--- src/rtl/led_sequencer_pkg.sv ---
// Shared definitions for the LED sequencer.
//   mode_t     : display mode encoding, matching the 2-bit mode_sel input
//   dir_t      : breathe ramp direction
//   NUM_LEDS   : total LEDs driven (D1..D5)
//   CHASE_LEDS : LEDs in the red ring that take part in the chase
//   chase_onehot() : one-hot ring pattern for a chase step
package led_sequencer_pkg;

  typedef enum logic [1:0] {
    MODE_OFF     = 2'd0,
    MODE_ALL_ON  = 2'd1,
    MODE_CHASE   = 2'd2,
    MODE_BREATHE = 2'd3
  } mode_t;

  typedef enum logic {
    DIR_UP   = 1'b0,
    DIR_DOWN = 1'b1
  } dir_t;

  localparam int NUM_LEDS   = 5;
  localparam int CHASE_LEDS = 4;

  // Step 0 lights D1 (bit 0), step 3 lights D4 (bit 3).
  function automatic logic [CHASE_LEDS-1:0] chase_onehot(input logic [1:0] step);
    logic [CHASE_LEDS-1:0] one;
    one = CHASE_LEDS'(1);
    return one << step;
  endfunction

endpackage

--- src/rtl/led_sequencer_tick_div.sv ---
// tick_div: free-running clock divider.
//   clk  : system clock
//   rst  : synchronous active-high reset, counter to 0
//   clr  : synchronous restart, counter to 0 (same effect as rst)
//   tick : high for the one cycle in which the counter sits at DIV-1
// The counter runs 0..DIV-1 and wraps to 0 on the edge after tick.
module tick_div #(
  parameter int DIV = 2
) (
  input  logic clk,
  input  logic rst,
  input  logic clr,
  output logic tick
);

  localparam int W = (DIV > 1) ? $clog2(DIV) : 1;
  localparam logic [W-1:0] LAST = W'(DIV - 1);

  logic [W-1:0] cnt;

  always_ff @(posedge clk) begin
    if (rst || clr) begin
      cnt <= '0;
    end else if (cnt == LAST) begin
      cnt <= '0;
    end else begin
      cnt <= cnt + W'(1);
    end
  end

  assign tick = (cnt == LAST);

endmodule

--- src/rtl/led_sequencer.sv ---
// led_sequencer: drives the five iCEstick LEDs from one of four modes.
//   clk        : system clock (12 MHz on board)
//   rst        : synchronous active-high reset
//   mode_sel   : requested mode (0 OFF, 1 ALL_ON, 2 CHASE, 3 BREATHE)
//   mode_load  : one-cycle strobe, samples mode_sel on this edge
//   D1..D4     : red ring LEDs, 1 = lit
//   D5         : green centre LED
//   cycle_done : one-cycle pulse at the end of a chase or breathe cycle
//
// mode_load is a fire-and-forget strobe: there is no ready/backpressure,
// every cycle with mode_load high is accepted, and the accepted mode is
// visible on the LEDs one edge later. rst takes priority over mode_load.
//
// The LED outputs are registered from (mode, step, level, pwm_cnt), so
// they always trail the state registers by one edge.
module led_sequencer
  import led_sequencer_pkg::*;
#(
  parameter int STEP_DIV = 3000000,
  parameter int FADE_DIV = 23437,
  parameter int PWM_BITS = 8
) (
  input  logic       clk,
  input  logic       rst,
  input  logic [1:0] mode_sel,
  input  logic       mode_load,
  output logic       D1,
  output logic       D2,
  output logic       D3,
  output logic       D4,
  output logic       D5,
  output logic       cycle_done
);

  localparam logic [PWM_BITS-1:0] LEVEL_MAX = '1;
  localparam logic [PWM_BITS-1:0] LEVEL_ONE = PWM_BITS'(1);

  logic step_tick;
  logic fade_tick;

  // Both dividers restart on a mode load so each mode starts its
  // pattern from a clean phase.
  tick_div #(.DIV(STEP_DIV)) u_step_div (
    .clk  (clk),
    .rst  (rst),
    .clr  (mode_load),
    .tick (step_tick)
  );

  tick_div #(.DIV(FADE_DIV)) u_fade_div (
    .clk  (clk),
    .rst  (rst),
    .clr  (mode_load),
    .tick (fade_tick)
  );

  // Mode state machine: state register + next-state logic.
  mode_t mode_q;
  mode_t mode_d;

  always_ff @(posedge clk) begin
    if (rst) begin
      mode_q <= MODE_ALL_ON;
    end else begin
      mode_q <= mode_d;
    end
  end

  always_comb begin
    mode_d = mode_q;
    if (mode_load) begin
      mode_d = mode_t'(mode_sel);
    end
  end

  // Sequencer state: chase step, breathe level/direction, PWM counter.
  logic [1:0]          step_q, step_d;
  logic [PWM_BITS-1:0] level_q, level_d;
  dir_t                dir_q, dir_d;
  logic [PWM_BITS-1:0] pwm_q;
  logic                done_d;

  always_comb begin
    step_d  = step_q;
    level_d = level_q;
    dir_d   = dir_q;
    done_d  = 1'b0;
    if (mode_load) begin
      // A load discards any tick arriving on the same edge.
      step_d  = 2'd0;
      level_d = '0;
      dir_d   = DIR_UP;
    end else begin
      if (mode_q == MODE_CHASE && step_tick) begin
        step_d = step_q + 2'd1;
        if (step_q == 2'd3) begin
          done_d = 1'b1;
        end
      end
      if (mode_q == MODE_BREATHE && fade_tick) begin
        if (dir_q == DIR_UP) begin
          if (level_q == LEVEL_MAX) begin
            dir_d   = DIR_DOWN;
            level_d = LEVEL_MAX - LEVEL_ONE;
          end else begin
            level_d = level_q + LEVEL_ONE;
          end
        end else begin
          if (level_q == '0) begin
            // Turning at the bottom closes one breathe cycle.
            dir_d   = DIR_UP;
            level_d = LEVEL_ONE;
            done_d  = 1'b1;
          end else begin
            level_d = level_q - LEVEL_ONE;
          end
        end
      end
    end
  end

  always_ff @(posedge clk) begin
    if (rst) begin
      step_q     <= 2'd0;
      level_q    <= '0;
      dir_q      <= DIR_UP;
      pwm_q      <= '0;
      cycle_done <= 1'b0;
    end else begin
      step_q     <= step_d;
      level_q    <= level_d;
      dir_q      <= dir_d;
      pwm_q      <= mode_load ? '0 : pwm_q + LEVEL_ONE;
      cycle_done <= done_d;
    end
  end

  // Output register.
  logic [NUM_LEDS-1:0] leds_d;
  logic [NUM_LEDS-1:0] leds_q;

  always_comb begin
    leds_d = '0;
    unique case (mode_q)
      MODE_OFF:     leds_d = '0;
      MODE_ALL_ON:  leds_d = '1;
      MODE_CHASE:   leds_d = {1'b1, chase_onehot(step_q)};
      MODE_BREATHE: leds_d = {NUM_LEDS{pwm_q < level_q}};
      default:      leds_d = '0;
    endcase
  end

  always_ff @(posedge clk) begin
    if (rst) begin
      leds_q <= '0;
    end else begin
      leds_q <= leds_d;
    end
  end

  assign D1 = leds_q[0];
  assign D2 = leds_q[1];
  assign D3 = leds_q[2];
  assign D4 = leds_q[3];
  assign D5 = leds_q[4];

endmodule

--- config.mk ---
export PLATFORM = sky130hd
export DESIGN_NAME = led_sequencer
export DESIGN_NICKNAME = d
export VERILOG_FILES = /design/src/rtl/led_sequencer_pkg.sv /design/src/rtl/led_sequencer_tick_div.sv /design/src/rtl/led_sequencer.sv
export SDC_FILE = /design/constraint.sdc
export NUM_CORES = 1
export LEC_CHECK = 0
export CAP_MARGIN = 10
export CORE_MARGIN = 5
export CORE_UTILIZATION = 40
export DETAILED_ROUTE_END_ITERATION = 10
export SETUP_SLACK_MARGIN = 0.5
export SYNTH_ARGS = -nofsm -noshare
export SYNTH_HDL_FRONTEND = slang
export SYNTH_SLANG_ARGS = --single-unit
--- constraint.sdc ---
create_clock -name clk -period 2.4 [get_ports clk]
set_input_delay 0.36 -clock clk [delete_from_list [all_inputs] [get_ports clk]]
set_output_delay 0.36 -clock clk [all_outputs]
set_load 0.05 [all_outputs]
==> results.ini <==
[final_layout]
fin_util_pct = 48.71
drive_above_1_share_pct = 12.32
nets = 424
multi_input_area_um2 = 1828
num-fill-cells = 758
register_area_um2 = 1286
syn_to_final_growth_pct = 18.59
antenna_cells = 0

[routing]
drt-initial-drc-count = 137
drt_pass1_iterations = 5
wirelength_um = 6585
drc = 0
wire_per_inst_um = 12.96
antenna_left = 0
viasPerCell = 5.219
dr_total_vias = 2651

[global_routing]
grt_pass1_wl_um = 11310
grt_util_all_layers_pct = 13.93
grt.overflow.total = 0
antenna_found_initial = 0
grt_max_degree = 17
grt_pass1_vias = 2430

[synth]
syn_nets = 398
ys_top_cells_by_area = dfxtp_1 (40%), ha_1 (7.1%), xor2_1 (6.6%)
ys_warn_count = 0
avgSynthCellArea_um2 = 8.508
ys.flop_type = dfxtp_1
yosysMostFrequentCell = dfxtp_1
yosys-top-cells-count = dfxtp_1 (64), nor2_1 (54), nand2_1 (27)
synthArstFlopShare_pct = 0
syn_area_um2 = 3191
syn_inst = 375
seq_area_frac_synth_pct = 40.16
synth_edf_count = 0
yosysUniqueCellTypes = 44
ys_seq_elements = 64
synth_area_leader_cell = dfxtp_1
synth_top_area_share_pct = 40.16

[critical_path]
arrival_ns = 2.20
crit_fanout = 4
worstSetupEndpointType = flip-flop
startpoint_type = flip-flop
cp.required_ns = 2.67
worstSetupPathType = reg2reg
ff2ff_path_depth = 7

[place]
dp_hpwl_um = 4669
gp_congestion = 0.8305
place_ws_ns = 0.3699
port_buffers = 10

[clock_tree]
cts-root-buf = clkbuf_8
ctsHoldBuffers = 0
clk_pin_slew_ns = 0.08
cts_sinks = 64
numCtsBuffers = 9
clock_latency_ns = 0.33
htree_levels = 3
clock_path_buffers = 2
cts_tree = built

[floorplanning]
io_pins = 11
die_w_um = 99.31
num_rows = 32
die_y_um = 99.31
fp.coreArea_um2 = 7767
start_util_pct = 41.08
die_area_um2 = 9862

[power_and_ir_drop]
p_per_area_nw_per_um2 = 608.0
p_sw_mw = 0.4968
max-vdd-ir-drop_uv = 282.8
p_int_mw = 1.804
comb_power_share_pct = 4.6
power_frac_seq_pct = 47.2
pwr-share-clk_pct = 48.2
p_leak_nw = 1.318
p_sw_share_pct = 21.59

[timing]
slew_violations = 0
finalSetupViolCount = 0
timing.final.ws_setup_ns = 0.4659
fmax_ghz = 0.5170
setup_tns_ns = 0
finalClockSkew_ns = 0.006683
finalCritPeriodShare_pct = 80.59
layout_min_cycle_time_ns = 1.934
maxSlewHeadroom_pct = 66.32
grt_setup_unrepaired = true
finalHoldViolations = 0
worst_pin_slew_ns = 0.5036

[status]
status = completed

[hold_path]
whs_path_depth = 1
hp-class = reg2reg

[job]
maxCapViolations = 0

## layer usage
layer	track usage [%]	part of all wire (%)
met2	20.76	46
met1	19.09	48
met4	5.567	1.4
met3	3.717	3.8
met5	0	0
## worst max-delay path, stage by stage, from the launching register on
cell and delay, ns:
dfxtp_2 0.33, inv_2 0.05, ha_1 0.13, or4b_4 0.47, nor4_4 0.24, nand3_2 0.16, or3_1 0.38, a21oi_1 0.12
## cells in the final DEF, fill, tap and decap left out, types with 7 or more instances in the layout
cell type / instances
clkbuf_8: 9
a21oi_1: 16
nor2_1: 54
nand2_1: 27
inv_1: 17
o21ai_0: 12
ha_1: 18
and3_1: 7
nand4_1: 16
nand3_1: 17
clkdlybuf4s50_1: 10
xor2_1: 24
xnor2_1: 15
dfxtp_1: 60
buf_4: 15
## repair_timing
action / 4_1_cts / 5_1_grt
buffers inserted: 1 / 2
hold endpoints to repair: 0 / 0
resized for setup: 7 / 11
setup endpoints to repair: 10 / 20
pin swaps: 1 / 2
cloned: 0 / 0
## stage by stage
| stage | std cells | area, um2 | hold WS (ns) | power [mW] |
|---|---|---|---|---|
| 6_report | 508 | 3784 | 0.4607 | 2.300 |
| 5_1_grt | 508 | 3784 | 0.5132 | 2.389 |
| 4_1_cts | 506 | 3737 | 0.4659 | 2.339 |
| 3_5_place_dp | 489 | 3481 | 0.4374 | 1.215 |
| 3_3_place_gp | 489 | 3481 | 0.4327 | 1.214 |
| 2_1_floorplan | 375 | 3193 | 0.4173 | 1.175 |
## worst paths after layout
path                                   startpoint          to  slack (ns)
worst max-delay path            u_fade_div.cnt[0]  level_q[6]        0.47
worst min register to register           pwm_q[0]    pwm_q[0]        0.46
worst min-delay path                     pwm_q[0]    pwm_q[0]        0.46
worst max register to register  u_fade_div.cnt[0]  level_q[6]        0.47
## layout make-up
type | count | area share, %
clock buffers | 10 | 3.373
flip-flops and latches | 64 | 33.99
inverters | 19 | 1.885
multi-input cells | 280 | 48.31
repair buffers | 27 | 6.217
clock inverters | 6 | 2.844
well taps | 102 | 3.373
## kinds of logic after synthesis
logic type | after synthesis | synth area share (%)
compound gates | 55 | 10.63
xor+xnor | 39 | 10.71
fa+ha+maj | 18 | 7.059
buf+inv | 31 | 3.726
flops | 64 | 40.16
mux | 2 | 0.6275
simple gates | 166 | 27.10
## power by group through the flow
stage          sequential, mW  clock (mW)  combinational [mW]
2_1_floorplan            1.14           0              0.0394
3_3_place_gp             1.11           0               0.104
3_5_place_dp             1.11           0               0.103
4_1_cts                  1.09        1.15               0.106
5_1_grt                  1.09        1.19               0.113
6_report                 1.09        1.11               0.105
## flip-flops by register name (all words and copies together) (netlist names)
| register | flops |
|---|---|
| step_q | 2 |
| pwm_q | 8 |
| u_fade_div.cnt | 15 |
| cycle_done | 1 |
| level_q | 8 |
| mode_q | 2 |
| dir_q | 1 |
| leds_q | 5 |
| u_step_div.cnt | 22 |
Note: power is estimated with default switching activity, not from simulation.
==> patch 1 (config.mk and constraints unchanged) <==
Make the reset (`rst`) asynchronous in 3 clocked blocks. Comments in the files are not updated.
--- a/src/rtl/led_sequencer.sv
+++ b/src/rtl/led_sequencer.sv
@@ -58,7 +58,7 @@
   mode_t mode_q;
   mode_t mode_d;
 
-  always_ff @(posedge clk) begin
+  always_ff @(posedge clk or posedge rst) begin
     if (rst) begin
       mode_q <= MODE_ALL_ON;
     end else begin
@@ -119,7 +119,7 @@
     end
   end
 
-  always_ff @(posedge clk) begin
+  always_ff @(posedge clk or posedge rst) begin
     if (rst) begin
       step_q     <= 2'd0;
       level_q    <= '0;
@@ -150,7 +150,7 @@
     endcase
   end
 
-  always_ff @(posedge clk) begin
+  always_ff @(posedge clk or posedge rst) begin
     if (rst) begin
       leds_q <= '0;
     end else begin
Formal check against the unedited RTL: differs if rst is asserted again (counterexample within 4 cycles, from zero or initial values and one cycle with rst high); with rst held inactive, the same outputs for 10 cycles.
==> patch 1 against the unedited design <==
  * Worst setup slack lost 0.43 ns
  * Critical path depth decreased by 2
  * Synthesized area increased by 3.5%
  * Routed wire length rose by 1.9%
  * Clock skew is 0.0021 ns higher
  * Core utilization up 0.28 points
  * Clock power down 6%
  * Design area up 5.3%
  * Power up 0.98%
  * Critical endpoint is now step_q[0]$_DFFE_PP0P_
  * Final cell count rose by 0.79%
  * Count of clock-buffer cells in the layout up 5
  * Synthesized cell count is 0.80% lower
  * Sequential cell count did not move
  * Non-clock buffer count rose by 2
  * Critical path type unchanged
==> patch 1: results (changes against the unedited design) <==
metric	value	unit	change
status	finished clean		
drc_errors	0		unchanged
cts_htree_levels	3		unchanged
synth_area_leaders	dfxtp_1, dfrtp_1, ha_1, nor2_1, xnor2_1		
fill_cells	755		-0.40%
synth-async-reset-ratio	42.2	%	+42 points
leakagePower	1.59	nW	+21%
hpwlAfterDp	4600	um	-1.5%
routed_via_density	5.04		-3.4%
grt_max_degree	28		+11
post_dp_cell_area	3600	um2	+3.5%
seq_area_frac_synth	42.9	%	+2.8 points
layout.nets	425		+0.24%
yosysUniqueCellTypes	43		-2.3%
wl_per_cell	13.1	um	+1.1%
path_clk_slew	0.07	ns	
irDropWorstVdd	249	uV	-12%
hold_ws	0.434	ns	-0.0268 ns
top_register	u_step_div.cnt		
drt_iter0_markers	95		-31%
gp_congestion	0.829		-0.18%
crit_arrival	2.59	ns	+0.39 ns
firstDrtPassIters	4		-1
antenna_cells	0		unchanged
worstHoldPathType	reg -> reg		
yosysWarnings	0		unchanged
antenna_found_initial	0		unchanged
numCtsBuffers	9		unchanged
track_usage	14.2	%	+0.28 points
insertion_delay	0.33	ns	about the same
layout-drive-gt1-share	13.5	%	+1.2 points
grt_pass1_wl	11500	um	+1.9%
grt_pass1_vias	2466		+1.5%
syn-num-nets	395		-0.75%
clockBufferDepth	2		unchanged
ys.flop_type	dfxtp_1		
ff2ff_setup_slack	0.03	ns	-0.43 ns
io_buffers	10		unchanged
skew	0.00879	ns	+0.00211 ns
switchingPower	533	uW	+7.2%
cp_max_fo	2		-2
max_slew.worst_pin.slew	0.518	ns	+0.0147 ns
synthTopCellsByCount	nor2_1, dfxtp_1, nand2_1		
clockRootBuffer	clkbuf_8		
[patch 1: changes by cell type after synthesis, sizes merged, moves of 5 or more]
cell    delta
xnor2      +8
dfxtp     -27
o211ai     -5
nand4      -7
dfrtp     +26
nand2      +9
[patch 1: cell type report]
| cell class | instances | area (um2) | area share (%) |
|---|---|---|---|
| clock buffer | 15 | 198 | 4.96 |
| clock inverter | 1 | 30.0 | 0.754 |
| inverter | 18 | 67.6 | 1.70 |
| multi-input combinational | 280 | 1880 | 47.1 |
| sequential | 64 | 1420 | 35.6 |
| tap | 105 | 131 | 3.30 |
| timing repair buffer | 29 | 260 | 6.53 |
[patch 1: timing repair]
action / 4_1_cts / 5_1_grt
setup buffers: 1 / 3
cloned: 2 / 0
pin swaps: 1 / 6
resized for setup: 13 / 19
setup endpoints to repair: 30 / 39
[patch 1: final timing paths]
check,start,to,depth (start not counted)
worst max-delay path,u_step_div.cnt[20]$_SDFF_PP0_,step_q[0]$_DFFE_PP0P_,5
worst min-delay path,u_fade_div.cnt[0]$_SDFF_PP0_,u_fade_div.cnt[0]$_SDFF_PP0_,1
worst max register to register,u_step_div.cnt[20]$_SDFF_PP0_,step_q[0]$_DFFE_PP0P_,5
worst min register to register,u_fade_div.cnt[0]$_SDFF_PP0_,u_fade_div.cnt[0]$_SDFF_PP0_,1
max in group asynchronous,rst,mode_q[0]$_DFFE_PP1P_,3
min in group asynchronous,rst,pwm_q[0]$_DFF_PP0_,3
[patch 1: power by group through the flow]
stage / clock network (mW) / logic [mW] / registers (mW)
2_1_floorplan: 0 / 0.0632 / 1.18
3_5_place_dp: 0 / 0.164 / 1.14
5_1_grt: 1.11 / 0.197 / 1.11
6_report: 1.04 / 0.179 / 1.11
3_3_place_gp: 0 / 0.163 / 1.14
4_1_cts: 1.06 / 0.179 / 1.11
[patch 1: cell families (layout without fill, tap and decap cells)]
| family | count (synthesis) | after routing | synth area share, % |
|---|---|---|---|
| simple gates | 173 | 173 | 26.3 |
| flops | 64 | 64 | 42.9 |
| xor+xnor | 43 | 43 | 11.4 |
| compound gates | 40 | 40 | 7.32 |
| buf+inv | 28 | 63 | 3.26 |
| fa+ha+maj | 18 | 18 | 6.82 |
| mux | 6 | 6 | 1.93 |
[patch 1: metrics by stage]
stage               setup WS, ns  std cells
global placement          0.0351        490
detailed placement        0.0133        490
CTS                       0.0208        509
finish                    0.0317        512
floorplan                 0.0209        372
global route             -0.0424        512
[patch 1: critical path, stage by stage (launching register included)]
cell and delay (ns):
dfxtp_1 0.31, or4b_1 0.49, or4_1 0.41, or4_4 0.51, nor3b_4 0.21, mux2_4 0.31
[patch 1: per-layer routing]
layer  wire length (um)  track usage [%]
met1               3300             19.0
met2               3060             22.3
met3                223             3.46
met4                136             5.08
met5                  0                0
==> patch 2 (same settings) <==
Without the edit above. `STEP_DIV`: 3000000 -> 12000000.
--- a/src/rtl/led_sequencer.sv
+++ b/src/rtl/led_sequencer.sv
@@ -16,7 +16,7 @@
 module led_sequencer
   import led_sequencer_pkg::*;
 #(
-  parameter int STEP_DIV = 3000000,
+  parameter int STEP_DIV = 12000000,
   parameter int FADE_DIV = 23437,
   parameter int PWM_BITS = 8
 ) (
Formal check against the unedited RTL: no difference found for any inputs over 10 cycles, from zero or initial values and one cycle with rst high; that may be too few to reach the edited logic, so the function may still have changed.
==> patch 2 against the unedited design <==
  * Routed wire length is 5.2% higher
  * Clock skew is 0.0011 ns lower
  * Design area increased by 3.0%
  * Synthesized area up 5.6%
  * Power fell by 0.28%
  * Largest cell class unchanged
  * Largest power group is now sequential cells
  * Final cell count increased by 0.39%
  * Via count fell by 0.34%
  * Global-route usage increased by 0.089 points
  * Non-clock buffer count fell by 8
  * Worst setup slack improved by 0.087 ns
  * Sequential cell count up 2
==> patch 2: results (changes against the unedited design) <==
metric	value	unit	change
track_usage	14.0	%	+0.089 points
hpwlAfterDp	4820	um	+3.2%
irDropWorstVdd	210	uV	-26%
top_regs	u_step_div.cnt: 24 flops, u_fade_div.cnt: 15 flops		
syn-num-nets	407		+2.3%
crit_end	leds_q[3]$_SDFF_PP0_		
synthTopCellsByCount	dfxtp_1, nor2_1, nand2_1		
cp_max_fo	8		+4
ys_ff_latch	66		+3.1%
critPathTopFamily	compound AO/OA/AOI/OAI gates		
cp-startpoint	level_q[4]$_SDFFE_PP0N_		
r2r_end	leds_q[3]$_SDFF_PP0_		
crit_arrival	2.06	ns	-0.14 ns
wl_per_cell	13.6	um	+4.8%
seq_area_frac_synth	39.2	%	-0.93 points
postLayoutSetupSlackWorst	0.553	ns	+0.0872 ns
design_area	3900	um2	+3.0%
skew	0.00561	ns	-0.00107 ns
critPathSlowestCell	dfxtp_2		
die_w	102	um	+2.5%
synthAdderAreaFrac	6.69	%	-0.37 points
layout.nets	423		-0.24%
fin_cells	510		+0.39%
fill_cells	776		+2.4%
slew_headroom	65.2	%	-1.1 points
yosysUniqueCellTypes	50		+14%
synth_area_leaders	dfxtp_1, xor2_1, ha_1, nor2_1, nand3_1		
clock_power_share	46.3	%	-1.9 points
multiInputGateArea	1970	um2	+7.7%
worstHoldStart	u_fade_div.cnt[0]$_SDFF_PP0_		
muxShareOfSynthArea	0.892	%	+0.26 points
worst_path_largest_cell_delay	0.42	ns	-0.05 ns
grt_pass1_vias	2513		+3.4%
leakagePower	1.44	nW	+9.2%
n_all_inverters	15		-4
firstDrtPassIters	4		-1
grt_pass1_wl	11600	um	+3.0%
r2r-start	level_q[4]$_SDFFE_PP0N_		
gp_congestion	0.854		+2.8%
clock_tree_area_fraction	5.87	%	-0.34 points
synth_cells	384		+2.4%
num-multi-input-gates	289		+3.2%
synth_compound_area_share	9.40	%	-1.2 points
nClkBuffers	12		+2
p_comb_share	4.9	%	+0.3 points
layout-drive-gt1-share	12.8	%	+0.52 points
synth_xor_area_share	11.4	%	+0.74 points
grt_max_degree	23		+6
io_buffers	10		unchanged
num_vias	2642		-0.34%
post_dp_cell_area	3560	um2	+2.3%
num-nonclk-buffers	19		-30%
switchingPower	501	uW	+0.80%
status	finished clean		
seq_area	1330	um2	+3.6%
drt_iter0_markers	78		-43%
pre_cts_ws	0.237	ns	-0.133 ns
holdPathEnd	u_fade_div.cnt[0]$_SDFF_PP0_		
buf_share	4.62	%	-1.6 points
hold_ws	0.431	ns	-0.0300 ns
==> patch 2: cell count changes in the layout (fill, tap and decap cells not counted), moves of 4 or more <==
cell	unedited run	this run
xor2_1	24	31
o2111ai_1	0	4
and3_1	7	13
dfxtp_2	4	9
nand2_1	27	32
a21oi_1	16	11
nand4_1	16	9
inv_1	17	13
or3_1	6	2
buf_4	15	8
o211ai_1	6	2
nand3_1	17	27
==> patch 2: repair_timing <==
item | in CTS | in global routing
gates resized for setup | 7 | 11
setup endpoints to repair | 24 | 33
pin swaps | 1 | 4
setup buffers | 0 | 5
gates cloned | 0 | 0
endpoints found under the hold margin | 0 | 0
==> patch 2: per-layer routing <==
metal,GRT usage (%),vias to the layer above,wire [um]
met2,22.4,41,3180
met3,4.34,7,262
li1,-,1367,-
met1,17.9,1227,3410
met5,0,-,0
met4,4.91,0,75
